File: src/rtl/router_nch.sv
// router_nch: 1-to-NCH packet router with header address decode, XOR parity check and per-channel FIFOs.
// Define ROUTER_NCH_TIMEOUT_EN to flush any channel whose data sits unread for TIMEOUT cycles.
module router_nch #(
    parameter int unsigned DW      = 8,
    parameter int unsigned NCH     = 3,
    parameter int unsigned AW      = 2,
    parameter int unsigned DEPTH   = 16,
    parameter int unsigned TIMEOUT = 30
) (
    input  logic              clock,
    input  logic              reset,
    input  logic              pkt_valid,
    input  logic [DW-1:0]     data_in,
    input  logic [NCH-1:0]    read_enb,
    output logic [NCH*DW-1:0] data_out,
    output logic [NCH-1:0]    valid_out,
    output logic              busy,
    output logic              error
);
    localparam int unsigned PW = $clog2(DEPTH);
    localparam int unsigned LW = DW - AW;
    localparam int unsigned NA = 2 ** AW;

    localparam logic [1:0] StIdle   = 2'd0;
    localparam logic [1:0] StLoad   = 2'd1;
    localparam logic [1:0] StParity = 2'd2;
    localparam logic [1:0] StDrop   = 2'd3;

    localparam logic [LW:0] CntOne = (LW + 1)'(1);

    logic [1:0]    state_q, state_d;
    logic [AW-1:0] dest_q, dest_d;
    logic [LW:0]   cnt_q, cnt_d;
    logic [DW-1:0] par_q, par_d;
    logic          error_q, error_d;

    logic [AW-1:0]  hdr_addr;
    logic [LW-1:0]  hdr_len;
    logic           hdr_ok;
    logic [NCH-1:0] full;
    logic [NA-1:0]  full_pad;
    logic           wr_en;
    logic [AW-1:0]  wr_sel;

    assign hdr_addr = data_in[AW-1:0];
    assign hdr_len  = data_in[DW-1:AW];
    assign hdr_ok   = 32'(hdr_addr) < NCH;
    // Padding lets an out-of-range header address index safely.
    assign full_pad = NA'(full);
    assign wr_sel   = (state_q == StIdle) ? hdr_addr : dest_q;
    assign error    = error_q;

    always_comb begin
        busy = 1'b0;
        case (state_q)
            StIdle:           busy = hdr_ok && full_pad[hdr_addr];
            StLoad, StParity: busy = full_pad[dest_q];
            default:          busy = 1'b0;
        endcase
    end

    always_comb begin
        state_d = state_q;
        dest_d  = dest_q;
        cnt_d   = cnt_q;
        par_d   = par_q;
        error_d = error_q;
        wr_en   = 1'b0;
        case (state_q)
            StIdle: begin
                if (pkt_valid && !busy) begin
                    error_d = 1'b0;
                    par_d   = data_in;
                    if (hdr_ok) begin
                        wr_en   = 1'b1;
                        dest_d  = hdr_addr;
                        cnt_d   = {1'b0, hdr_len};
                        state_d = (hdr_len == '0) ? StParity : StLoad;
                    end else begin
                        // Count covers the payload plus the parity byte.
                        cnt_d   = {1'b0, hdr_len} + CntOne;
                        state_d = StDrop;
                    end
                end
            end
            StLoad: begin
                if (!busy) begin
                    wr_en = 1'b1;
                    par_d = par_q ^ data_in;
                    cnt_d = cnt_q - CntOne;
                    if (cnt_q == CntOne) begin
                        state_d = StParity;
                    end
                end
            end
            StParity: begin
                if (!busy) begin
                    wr_en   = 1'b1;
                    error_d = (data_in != par_q);
                    state_d = StIdle;
                end
            end
            default: begin
                cnt_d = cnt_q - CntOne;
                if (cnt_q == CntOne) begin
                    error_d = 1'b1;
                    state_d = StIdle;
                end
            end
        endcase
    end

    always_ff @(posedge clock) begin
        if (reset) begin
            state_q <= StIdle;
            dest_q  <= '0;
            cnt_q   <= '0;
            par_q   <= '0;
            error_q <= 1'b0;
        end else begin
            state_q <= state_d;
            dest_q  <= dest_d;
            cnt_q   <= cnt_d;
            par_q   <= par_d;
            error_q <= error_d;
        end
    end

    for (genvar c = 0; c < NCH; c++) begin : g_ch
        logic [DW-1:0] mem_q [DEPTH];
        logic [PW-1:0] wptr_q, rptr_q;
        logic [PW:0]   count_q;
        logic [DW-1:0] dout_q;
        logic          wr_c, rd_c, flush_c;

        assign wr_c          = wr_en && (wr_sel == AW'(c));
        assign rd_c          = read_enb[c] && (count_q != '0);
        assign full[c]       = (count_q == (PW + 1)'(DEPTH));
        assign valid_out[c]  = (count_q != '0);
        assign data_out[c*DW +: DW] = dout_q;

`ifdef ROUTER_NCH_TIMEOUT_EN
        localparam int unsigned TW = $clog2(TIMEOUT + 1);
        logic [TW-1:0] tcnt_q;

        assign flush_c = (tcnt_q == TW'(TIMEOUT));

        always_ff @(posedge clock) begin
            if (reset || flush_c || !valid_out[c] || read_enb[c]) begin
                tcnt_q <= '0;
            end else begin
                tcnt_q <= tcnt_q + TW'(1);
            end
        end
`else
        assign flush_c = 1'b0;
`endif

        always_ff @(posedge clock) begin
            if (reset) begin
                wptr_q  <= '0;
                rptr_q  <= '0;
                count_q <= '0;
                dout_q  <= '0;
            end else if (flush_c) begin
                // Flush wins over a same-cycle write or read.
                wptr_q  <= '0;
                rptr_q  <= '0;
                count_q <= '0;
            end else begin
                if (wr_c) begin
                    wptr_q <= wptr_q + PW'(1);
                end
                if (rd_c) begin
                    dout_q <= mem_q[rptr_q];
                    rptr_q <= rptr_q + PW'(1);
                end
                case ({wr_c, rd_c})
                    2'b10:   count_q <= count_q + (PW + 1)'(1);
                    2'b01:   count_q <= count_q - (PW + 1)'(1);
                    default: count_q <= count_q;
                endcase
            end
        end

        always_ff @(posedge clock) begin
            if (wr_c && !flush_c) begin
                mem_q[wptr_q] <= data_in;
            end
        end
    end

endmodule

File: config.mk
export PLATFORM = sky130hd
export DESIGN_NAME = router_nch
export DESIGN_NICKNAME = d
export VERILOG_FILES = /design/src/rtl/router_nch.sv
export SDC_FILE = /design/constraint.sdc
export NUM_CORES = 1
export LEC_CHECK = 0
export CORE_UTILIZATION = 56
export DETAILED_ROUTE_END_ITERATION = 10
export HOLD_SLACK_MARGIN = 0.03
export PLACE_DENSITY = 0.76
export SETUP_SLACK_MARGIN = 0.05
export SLEW_MARGIN = 20
export SYNTH_ARGS = -nofsm -noshare
export SYNTH_HDL_FRONTEND = slang
export SYNTH_SLANG_ARGS = --single-unit
File: constraint.sdc
create_clock -name clock -period 3.9 [get_ports clock]
set_input_delay 0.585 -clock clock [delete_from_list [all_inputs] [get_ports clock]]
set_output_delay 0.585 -clock clock [all_outputs]
set_load 0.03 [all_outputs]
* Word-level counts from Yosys, hierarchy flattened
Memories as Yosys holds them, arrays and structs flattened. A register that Yosys moved wholly into a read port is not among the register bits.
Index checks and enable logic that the tools add are counted.
** Operators by class
- Add/sub/neg operators :: 14
- Multiply operators :: 0
- Div/mod/pow operators :: 0
- Magnitude comparators :: 3
- Equality and inequality tests :: 19
- Shift operators :: 0
- Multiplexer cells :: 38
- Bitwise operators :: 3
- Reductions and logical operators :: 26
** Operator list (number)
- $pmux 5 s2 :: 3
- $add 4x1->4 const B :: 6
- $mux 7 :: 3
- $pmux 7 s3 :: 1
- $mux 2 :: 8
- $mux 8 :: 2
- $pmux 8 s2 :: 1
- $add 5x1->5 const B :: 3
- $eq 5x5->1 const B :: 3
- $reduce_bool 5->1 :: 3
- $sub 5x1->5 const B :: 3
- $mux 1 :: 14
- $eq 2x1->1 const B :: 5
- $eq 2x2->1 const B :: 5
- $reduce_and 3->1 :: 3
- $logic_and 1x1->1 :: 8
- $ne 8x8->1 :: 1
- $reduce_bool 2->1 :: 4
- $xor 8x8->8 :: 1
- $add 6x1->7 const B :: 1
- $eq 7x1->1 const B :: 1
- $sub 7x1->7 const B :: 1
- $logic_not 6->1 :: 1
- $lt 2x3->1 const B :: 2
- other kinds (14) :: 20
** Storage, ports and cells
- Bits in registers :: 59
- Bits in latches :: 0
- RAM bits :: 384
- Bits in read-only memories :: 0
- Input port bits :: 14
- Output and inout port bits :: 29
- Logic and storage cells :: 120
- Memories :: 3
** Memories
- g_ch[0].mem_q :: depth 16, width 8, read ports 1, clocked after Yosys merged registers in 1, wr ports 1, RTL line 130 : logic [DW-1:0] mem_q [DEPTH];
- g_ch[1].mem_q :: depth 16, width 8, read ports 1, clocked after Yosys merged registers in 1, wr ports 1, RTL line 130
- g_ch[2].mem_q :: depth 16, width 8, read ports 1, clocked after Yosys merged registers in 1, wr ports 1, RTL line 130

* Logic depth before layout (Yosys ltp)
Gate-level depths: netlist (run 1).
- Word-level depth :: 12
- Mapped depth :: 17
- Depth with buffers taken out :: 15

* Worst setup path after synthesis (run 1)
OpenSTA, ideal clock, no wires.
- Kind :: in2reg
- Start point :: in data_in[1]
- End point :: reg g_ch[1].count_q[4]
- Setup time :: 70 ps
- Arrival time :: 3630 ps
- Required time :: 3830 ps
- Slack :: 199 ps
- Stages :: 14
- Buffers on the path :: 2
- Cell sequence :: clkbuf_1 > and2_0 > o21ai_0 > nand3b_1 > nor4_1 > clkbuf_1 > inv_1 > ha_1 > fa_1 > a21o_1 > a21oi_1 > xor2_1 > or3_1 > a21oi_1
** On the way
- Word-level cells in the longest chain between the ends :: 11
- Elaborated cells on any way between the ends :: 18
- Classes of those cells :: 1 x order compare; 3 x eq/ne; 9 x mux; 5 x reduce/logical
** Ends and longest elaborated chain
- from (decl) :: RTL line 13 : input logic [DW-1:0] data_in,
- $bmux 1 s2 :: RTL line 56 : StIdle: busy = hdr_ok && full_pad[hdr_addr];
- $mux 1 (implied by the code) :: RTL line 56
- $logic_and 1x1->1 :: RTL line 56
- $pmux 1 s2 :: RTL line 55 : case (state_q)
- $logic_not 1->1
- $logic_and 1x1->1 :: RTL line 71 : if (pkt_valid && !busy) begin
- $mux 1 :: RTL line 71
- $pmux 1 s2 :: RTL line 69 : case (state_q)
- $logic_and 1x1->1 (*) :: RTL line 136 : assign wr_c = wr_en && (wr_sel == AW'(c));
- $eq 2x1->1 or $eq 2x2->1 (tied branches) :: RTL line 178 : case ({wr_c, rd_c})
- $pmux 5 s2 or $reduce_bool 2->1 (tied branches)
- to (signal assigned) :: RTL line 179 : 2'b10: count_q <= count_q + (PW + 1)'(1);
- to (signal assigned) :: RTL line 180 : 2'b01: count_q <= count_q - (PW + 1)'(1);
- to (signal assigned) :: RTL line 181 : default: count_q <= count_q;
- to (decl) :: RTL line 132 : logic [PW:0] count_q;
Mark *: on every way between the ends. The rest lies on a longest branch, timed or not. The select of a mux whose other input is x is not followed.
A chain may end at the register's enable or synchronous reset.

* Worst setup path after layout (run 1)
- Start point :: reg g_ch[0].count_q[0]
- End point :: out busy
** On the way
- Word-level cells in the longest chain between the ends :: 5
- Elaborated cells on any way between the ends :: 7
- Classes of those cells :: 1 x eq/ne; 5 x mux; 1 x reduce/logical
** Ends and longest elaborated chain
- from (decl) :: RTL line 132
- from (signal assigned) :: RTL line 179
- from (signal assigned) :: RTL line 180
- from (signal assigned) :: RTL line 181
- $eq 5x5->1 (*) :: RTL line 138 : assign full[c] = (count_q == (PW + 1)'(DEPTH));
- $bmux 1 s2 :: RTL line 56
- $mux 1 (implied by the code) :: RTL line 56
- $logic_and 1x1->1 :: RTL line 56
- $pmux 1 s2 (*) :: RTL line 55
- to (decl) :: RTL line 17 : output logic busy,
Marked as above.

==> results of run 1 <==
## cell usage in the layout, fill, tap and decap left out, drive strengths merged, types with 7 or more instances in the layout
cell	instances
edfxtp	384
mux4	120
dfxtp	83
nand2	74
a21oi	61
clkbuf	59
nor2	57
and3	54
buf	39
ha	35
clkdlybuf4s50	33
inv	26
xnor2	21
clkinv	19
nand3b	16
xor2	16
mux2i	16
o21ai	12
a31oi	11
nor2b	9
a21o	9
nand4	8
nand3	7
nor4	7
## flip-flops by register name (all words and copies together) (netlist names)
signal,count
cnt_q,7
g_ch.wptr_q,12
error,1
g_ch.mem_q,384
state_q,2
g_ch.count_q,15
dest_q,2
par_q,8
g_ch.dout_q,24
g_ch.rptr_q,12
## metrics by stage
| stage | util, % | total power [uW] |
|---|---|---|
| floorplan | - | 8669 |
| global placement | 60.06 | 9723 |
| detailed placement | 60.06 | 9802 |
| CTS | 64.32 | 14020 |
| global route | 64.33 | 14560 |
| finish | 64.33 | 13930 |
## layout make-up
type | instances | area (um2) | share of cell area (%)
flip-flops and latches | 467 | 13200 | 60.72
multi-input cells | 590 | 5821 | 26.78
clock buffers | 59 | 1210 | 5.567
repair buffers | 72 | 628.1 | 2.890
well taps | 448 | 560.5 | 2.579
clock inverters | 24 | 221.5 | 1.019
inverters | 26 | 97.59 | 0.4490
## layer usage
layer	up-vias	GRT usage, %	wire [um]
met5	-	0	0
met4	0	6.817	1051
met3	65	3.481	2556
met2	359	36.65	19020
met1	5143	32.78	16380
li1	4598	-	-
## cells by family (layout without fill, tap and decap cells)
group,after synthesis,in the layout,synth area share (%)
flip-flops,467,467,68.21
AND/OR/NAND/NOR,263,263,7.013
multiplexers,139,139,14.98
AO/OA/AOI/OAI,113,113,3.726
buffers and inverters,91,181,1.824
adder cells (fa/ha/maj),38,38,2.575
XOR/XNOR,37,37,1.676
## worst min path at each step
stage | end | slack, ps | cells past startpoint
floorplan | cnt_q[5] | 450 | 2
global placement | g_ch[0].dout_q[4] | 440 | 2
detailed placement | g_ch[1].dout_q[2] | 450 | 2
CTS | g_ch[2].mem_q[12][5] | 450 | 1
global route | g_ch[2].mem_q[11][5] | 460 | 1
finish | g_ch[0].dout_q[1] | 450 | 2
## cell usage after synthesis, drive strengths merged (16+ instances only)
cell type / number
xnor2: 21
mux4: 120
dfxtp: 83
mux2i: 16
xor2: 16
nor2: 57
ha: 35
and3: 54
nand3b: 16
edfxtp: 384
clkbuf: 43
inv: 26
buf: 22
a21oi: 61
nand2: 74
## critical path, delay by kind of cell (launching register included)
family,cells,cell delay [ps]
AND/OR/NAND/NOR,3,1310
buffers and inverters,1,650
flip-flops,1,360
AO/OA/AOI/OAI,1,280
## timing repair
action | in CTS | in global routing
pin swaps | 1 | 0
buffers inserted | 1 | 0
resized for setup | 0 | 1
endpoints found under the setup margin | 1 | 1
## power groups by stage
stage               clock network, uW  logic [uW]  registers (uW)
finish                           4240        3620            6080
CTS                              4280        3650            6090
floorplan                           0        2490            6180
global placement                    0        3550            6170
detailed placement                  0        3610            6190
global route                     4490        3930            6140
==> impl_metrics.ini, run 1 <==
[outcome]
status = completed

[global_routing]
grt_pass1_wl_mm = 60.69
track_usage_pct = 22.86
antenna_found_initial = 0
overflow = 0
grt_max_degree = 52
grt_pass1_vias = 10270

[power]
p_sw_uw = 4083
seqPwrFrac_pct = 43.6
p_per_area_nw_per_um2 = 640.9
internal-power_uw = 9847
p_leak_uw = 0.007210
p_clk_share_pct = 30.4
comb_power_share_pct = 26.0
max-vdd-ir-drop_mv = 0.3286
switching_share_pct = 29.31

[clocking]
clock_path_buffers = 3
htree_levels = 2
clkTransAtPathRegs_ps = 60
root_buffer = clkbuf_16
cts.sinks = 467
cts_tree = built
cts_made_buffers = 46
cts_hold_buf = 0
clk_latency_ps = 540

[critical_path]
timing.rr.start = g_ch[0].count_q[0]
worstSetupPathType = reg2out
rr_endpoint = g_ch[0].count_q[4]
worst_ep_required_time_ps = 3310
startpoint = g_ch[0].count_q[0]
crit_path_end = busy
start_kind = flop
cpPeakStageDelay_ps = 650
arrival_ps = 3120
cp_slowest_cell = clkdlybuf4s50_1
path_cells = or4_4 -> or4b_1 -> a311oi_4 -> or2_2 -> clkdlybuf4s50_1
r2r_setup_slack_ps = 290
cp-end-kind = primary output
worstPathMaxFanout = 4
r2r_cells = 12

[placed_design]
place_ws_ps = 95.51
dp_cells = 1602
place_congestion = 0.7983
dpl_cell_area_um2 = 20290
portBuffers = 42
dp_hpwl_mm = 24.50

[floorplan]
coreArea_um2 = 33780
ios = 43
start_util_pct = 57.25
rows = 67
die_area_um2 = 35280
dieHeight_um = 187.8
die_w_um = 187.8

[final_layout]
n_antenna_cell = 0
syn2layout_area_growth_pct = 12.38
fin_cells = 1686
n_fill_cell = 2287
final_layout_size_suffix_gt1_share_pct = 19.79
finalInstanceArea_um2 = 21730
fin_nets = 1255

[yosys]
synthFlopType = edfxtp_1
synth-edff-count = 384
syn_area_per_cell_um2 = 16.85
syn_area_um2 = 19340
synth_cells = 1148
yosys.cell_types.count = 54
ys_warn_count = 0
synth-seq-cells = 467
synth_seq_area_share_pct = 68.21
synth_area_leader_cell = edfxtp_1
ys_top_cells_by_area = edfxtp_1 (60%), mux4_2 (14%), dfxtp_1 (8.6%)
synth_top_area_share_pct = 59.62
async_reset_ff_share_pct = 0
syn_nets = 1200

[timing]
slew_headroom_pct = 38.43
period_share_pct = 95.00
whs_ps = 454.6
setup_viol = 0
layout_setup_ws_ps = 195.1
fin_skew_ps = 9.436
hold_viol = 0
slew_viol_final = 0
fin_tns_setup_ps = 0
fmax_mhz = 269.9
finalCriticalPeriod_ps = 3705
rsz0062_at_grt = no
worstMarginPinSlew_ps = 920.6

[min_path]
hold_class = reg2reg
hp-start = g_ch[0].dout_q[1]

[route]
dr_total_vias = 10170
viasPerCell = 6.029
postRouteWirelength_mm = 39.01
avgRoutedWirePerCell_um = 23.14
drc = 0
drt_iter0_markers = 938
drt_pass1_iterations = 5
ant_nets = 0

[run]
drv_cap = 0
Power figures use the tool's default switching activity.
==> run 2: changes to the inputs <==
--- a/config.mk
+++ b/config.mk
@@ -5,6 +5,7 @@
 export SDC_FILE = /design/constraint.sdc
 export NUM_CORES = 1
 export LEC_CHECK = 0
+export CORE_MARGIN = 4
 export CORE_UTILIZATION = 56
 export DETAILED_ROUTE_END_ITERATION = 10
 export HOLD_SLACK_MARGIN = 0.03
==> run 2 against run 1 <==
Net effect: first-iteration DRC count grew 15%; cell count grew 0.47%; hold slack lost 18 ps; design area grew 0.54%; setup slack gained 72 ps; via count grew 0.71%; global-route usage shrank 1.4 points; total power grew 1.6%; sequential share of layout area shrank 0.33 points; fmax grew 2.0%; wire length grew 2.1%; combinational power is essentially flat; highest routed layer is now met5.
==> impl_metrics.ini, run 2 (same netlist as run 1, synthesis figures left out) <==
[outcome]
status = completed

[global_routing]
overflow = 0
grt_max_degree = 55
track_usage_pct = 21.42
antenna_found_initial = 1
grt_pass1_vias = 10470
grt_pass1_wl_mm = 62.75

[final_layout]
largest_register_ffs = 384
final_common_cell = edfxtp_1
n_fill_cell = 2328
final_util_pct = 64.68
syn2layout_area_growth_pct = 12.98
fin_cells = 1694
fin_nets = 1260
largestRegisters = g_ch.mem_q: 384 flops, g_ch.dout_q: 24 flops, g_ch.count_q: 15 flops
final_layout_size_suffix_gt1_share_pct = 20.22
multi_input_area_um2 = 5821
top_register = g_ch.mem_q
finalInstanceArea_um2 = 21850
ff_latch_area_um2 = 13200
most-common-layout-cells = edfxtp_1 (384), mux4_2 (120), dfxtp_1 (80)
n_antenna_cell = 0

[clocking]
clkTransAtPathRegs_ps = 60
htree_levels = 2
clock_path_buffers = 3
cts_tree = built
cts.sinks = 467
clk_latency_ps = 550
root_buffer = clkbuf_16
cts_made_buffers = 47
cts_hold_buf = 0

[timing]
finalCriticalPeriod_ps = 3633
worstMarginPinSlew_ps = 988.4
hold_viol = 0
fin_tns_setup_ps = 0
setup_viol = 0
slew_headroom_pct = 34.02
fin_skew_ps = 18.19
whs_ps = 436.3
fmax_mhz = 275.3
period_share_pct = 93.15
rsz0062_at_grt = yes
slew_viol_final = 0

[critical_path]
worst_ep_required_time_ps = 4370
cp-end-kind = flop
timing.rr.start = g_ch[0].count_q[0]
worstPathMaxFanout = 5
startpoint = g_ch[0].count_q[0]
worstSetupPathType = reg2reg
arrival_ps = 4100
start_kind = flop

[placed_design]
place_congestion = 0.7943
dpl_cell_area_um2 = 20290
portBuffers = 42
dp_cells = 1605
dp_hpwl_mm = 24.53

[route]
drt_iter0_markers = 1080
drc = 0
drt_pass1_iterations = 5
ant_nets = 0
dr_total_vias = 10240
viasPerCell = 6.043
postRouteWirelength_mm = 39.84
avgRoutedWirePerCell_um = 23.52

[floorplan]
coreArea_um2 = 33780
die_w_um = 193.8
die_area_um2 = 37570
dieHeight_um = 193.8
start_util_pct = 57.25
rows = 67
ios = 43

[min_path]
hold_class = in2reg
hp-start = reset

[power]
p_per_area_nw_per_um2 = 647.6
p_leak_uw = 0.007283
max-vdd-ir-drop_mv = 0.4049

[run]
drv_cap = 0
==> run 2: cell count changes in the layout (fill, tap and decap cells not counted), moves of 2 or more <==
cell and delta:
inv_6 +2, clkbuf_16 +2, clkinv_4 +2, clkbuf_1 +2
buf_12 -2, clkinv_2 -6, buf_4 +6
==> run 2: through the flow <==
step / setup WS, ps / total power (uW)
2_1_floorplan: 199.3 / 8669
3_3_place_gp: 313.5 / 9703
3_5_place_dp: 240.1 / 9794
4_1_cts: 77.39 / 14270
5_1_grt: 9.813 / 14840
6_report: 267.0 / 14150
==> run 2: where the power goes <==
part           leakage, uW  internal (uW)  switching, uW
Sequential         0.00413           5740            336
Clock             0.000740           2640           1820
Combinational      0.00241           1640           1970
==> run 2: what timing repair did <==
action                     in CTS  in global routing
setup buffers                   2                  0
resized for setup               0                  2
pin swaps                       2                  0
setup endpoints to repair       1                  3
==> run 2: per-layer routing <==
| layer | GRT usage, % | routed length, um |
|---|---|---|
| met5 | 0 | 13 |
| met4 | 4.740 | 743 |
| met3 | 4.083 | 2388 |
| met2 | 35.60 | 19980 |
| met1 | 30.16 | 16710 |
==> run 2: cell type report <==
| cell class | count | area share [%] |
|---|---|---|
| sequential | 467 | 60.39 |
| timing repair buffer | 76 | 2.909 |
| tap | 448 | 2.565 |
| clock inverter | 23 | 1.191 |
| clock buffer | 64 | 5.863 |
| multi-input combinational | 590 | 26.64 |
| inverter | 26 | 0.4466 |
==> run 2: worst max-delay path: stages, from the launching register on <==
cell and delay [ps]:
dfxtp_1 360, or4_4 570, or4b_1 560, a31oi_1 370, nor4_2 130, inv_1 80
ha_1 290, ha_1 320, a21o_1 190, a21oi_1 160, xor2_1 90, or3_1 320
a21oi_1 140
==> run 2: final timing paths <==
check / depth (start not counted) / end / slack (ps)
worst max-delay path: 12 / g_ch[0].count_q[4] / 270
worst min-delay path: 2 / g_ch[0].wptr_q[0] / 440
worst max register to register: 12 / g_ch[0].count_q[4] / 270
worst min register to register: 2 / g_ch[0].dout_q[4] / 450
==> run 3: changes to the inputs <==
--- a/config.mk
+++ b/config.mk
@@ -5,6 +5,7 @@
 export SDC_FILE = /design/constraint.sdc
 export NUM_CORES = 1
 export LEC_CHECK = 0
+export ABC_CLOCK_PERIOD_IN_PS = 3900
 export CORE_MARGIN = 4
 export CORE_UTILIZATION = 56
 export DETAILED_ROUTE_END_ITERATION = 10
==> constraint.sdc (replaced) <==
create_clock -name clock -period 3.9 [get_ports clock]
set_input_delay 0.78 -clock clock [delete_from_list [all_inputs] [get_ports clock]]
set_output_delay 0.78 -clock clock [all_outputs]
set_load 0.03 [all_outputs]
==> run 3 against run 2 <==
Net effect: design area decreased by 0.39%; cell count decreased by 0.12%; die area unchanged; global-route usage decreased by 0.074 points; clock skew decreased by 9.1 ps; highest routed layer unchanged.
==> impl_metrics.ini, run 3 (same netlist as run 1, synthesis figures left out) <==
[critical_path]
timing.rr.start = g_ch[0].count_q[0]
cpPeakStageDelay_ps = 560
start_kind = flop
r2r_setup_slack_ps = 250
cp-end-kind = primary output
worst_ep_required_time_ps = 3120
r2r_cells = 12
path_cells = or4_4 -> or4b_4 -> a311oi_4 -> or2_2 -> buf_4
rr_endpoint = g_ch[2].count_q[4]
startpoint = g_ch[0].count_q[0]
worstPathMaxFanout = 7
cp_slowest_cell = or4_4
worstSetupPathType = reg2out
arrival_ps = 2880
crit_path_end = busy

[floorplan]
start_util_pct = 57.25
rows = 67
dieHeight_um = 193.8
die_w_um = 193.8
coreArea_um2 = 33780
die_area_um2 = 37570
ios = 43

[power]
p_leak_uw = 0.007214
max-vdd-ir-drop_mv = 0.5158
p_per_area_nw_per_um2 = 639.7

[timing]
finalCriticalPeriod_ps = 3657
slew_headroom_pct = 40.75
worstMarginPinSlew_ps = 886.0
hold_viol = 0
setup_viol = 0
rsz0062_at_grt = no
slew_viol_final = 0
fin_tns_setup_ps = 0
period_share_pct = 93.78
fin_skew_ps = 9.040
fmax_mhz = 273.4
layout_setup_ws_ps = 242.7
whs_ps = 453.2

[global_routing]
track_usage_pct = 21.35
grt_max_degree = 55
antenna_found_initial = 1
grt_pass1_vias = 10450
grt_pass1_wl_mm = 62.61
overflow = 0

[final_layout]
fin_nets = 1259
largestRegisters = g_ch.mem_q: 384 flops, g_ch.dout_q: 24 flops, g_ch.count_q: 15 flops
syn2layout_area_growth_pct = 12.54
finalInstanceArea_um2 = 21770
most-common-layout-cells = edfxtp_1 (384), mux4_2 (120), dfxtp_1 (80)
final_layout_size_suffix_gt1_share_pct = 19.77
largest_register_ffs = 384
final_util_pct = 64.43
n_fill_cell = 2259
final_common_cell = edfxtp_1
n_antenna_cell = 0
top_register = g_ch.mem_q

[route]
viasPerCell = 6.097
avgRoutedWirePerCell_um = 23.72
drc = 0
postRouteWirelength_mm = 40.14
ant_nets = 0
drt_iter0_markers = 971
dr_total_vias = 10320
drt_pass1_iterations = 5

[clocking]
clock_path_buffers = 3
clk_latency_ps = 550
htree_levels = 2
cts_tree = built
clkTransAtPathRegs_ps = 60
cts_hold_buf = 0
cts_made_buffers = 46
root_buffer = clkbuf_16
cts.sinks = 467

[min_path]
holdPathStages = 2
hold_class = reg2reg

[placed_design]
place_congestion = 0.7834
dp_hpwl_mm = 24.89
place_ws_ps = 47.68
dpl_cell_area_um2 = 20330
portBuffers = 42

[run]
drv_cap = 0

[outcome]
status = completed
[run 3: changes by cell type in the layout (fill, tap and decap cells not counted), moves of 2 or more]
cell       delta
clkbuf_1      +6
bufinv_16     -3
buf_12        +2
clkinv_4      -2
[run 3: area by class of cell]
cell class                      instances  area (um2)  share of cell area (%)
Sequential cell                       467       13200                   60.63
Multi-Input combinational cell        590        5829                   26.78
Clock buffer                           69        1279                   5.875
Timing Repair Buffer                   76       655.6                   3.012
Tap cell                              448       560.5                   2.575
Clock inverter                         16       147.6                  0.6783
Inverter                               26       97.59                  0.4484
[run 3: stage by stage]
stage | std cells | power [uW]
after floorplan | 1148 | 8672
after global placement | 1607 | 9737
after detailed placement | 1607 | 9826
after CTS | 1692 | 14020
after global routing | 1692 | 14590
final | 1692 | 13920
[run 3: worst min path at each step]
stage / end / slack (ps) / start
floorplan: cnt_q[5] / 450 / cnt_q[5]
global placement: g_ch[1].dout_q[6] / 440 / g_ch[1].dout_q[6]
detailed placement: g_ch[0].dout_q[3] / 450 / g_ch[0].dout_q[3]
CTS: g_ch[0].dout_q[3] / 450 / g_ch[0].dout_q[3]
global route: g_ch[0].dout_q[3] / 480 / g_ch[0].dout_q[3]
finish: g_ch[0].dout_q[3] / 450 / g_ch[0].dout_q[3]
[run 3: repair_timing]
action | 4_1_cts | 5_1_grt
gates resized for setup | 0 | 1
setup buffers | 0 | 0
setup endpoints to repair | 0 | 1
[run 3: report_power, final]
group | internal [uW] | total, uW | switching (uW)
clock network | 2410 | 4200 | 1790
registers | 5740 | 6010 | 276
logic | 1660 | 3710 | 2040
[run 3: critical path: cells and delay by family, from the launching register on]
family | cells | cell delay, ps
buffers and inverters | 1 | 150
flip-flops | 1 | 360
AO/OA/AOI/OAI | 1 | 540
AND/OR/NAND/NOR | 3 | 1280
[run 3: layer usage]
metal	share of wire, %	vias up	GRT usage, %
met3	7.0	62	3.944
met1	41	5287	30.45
met4	2.2	2	5.234
met2	49	355	34.91
li1	-	4610	-
met5	0.032	-	0
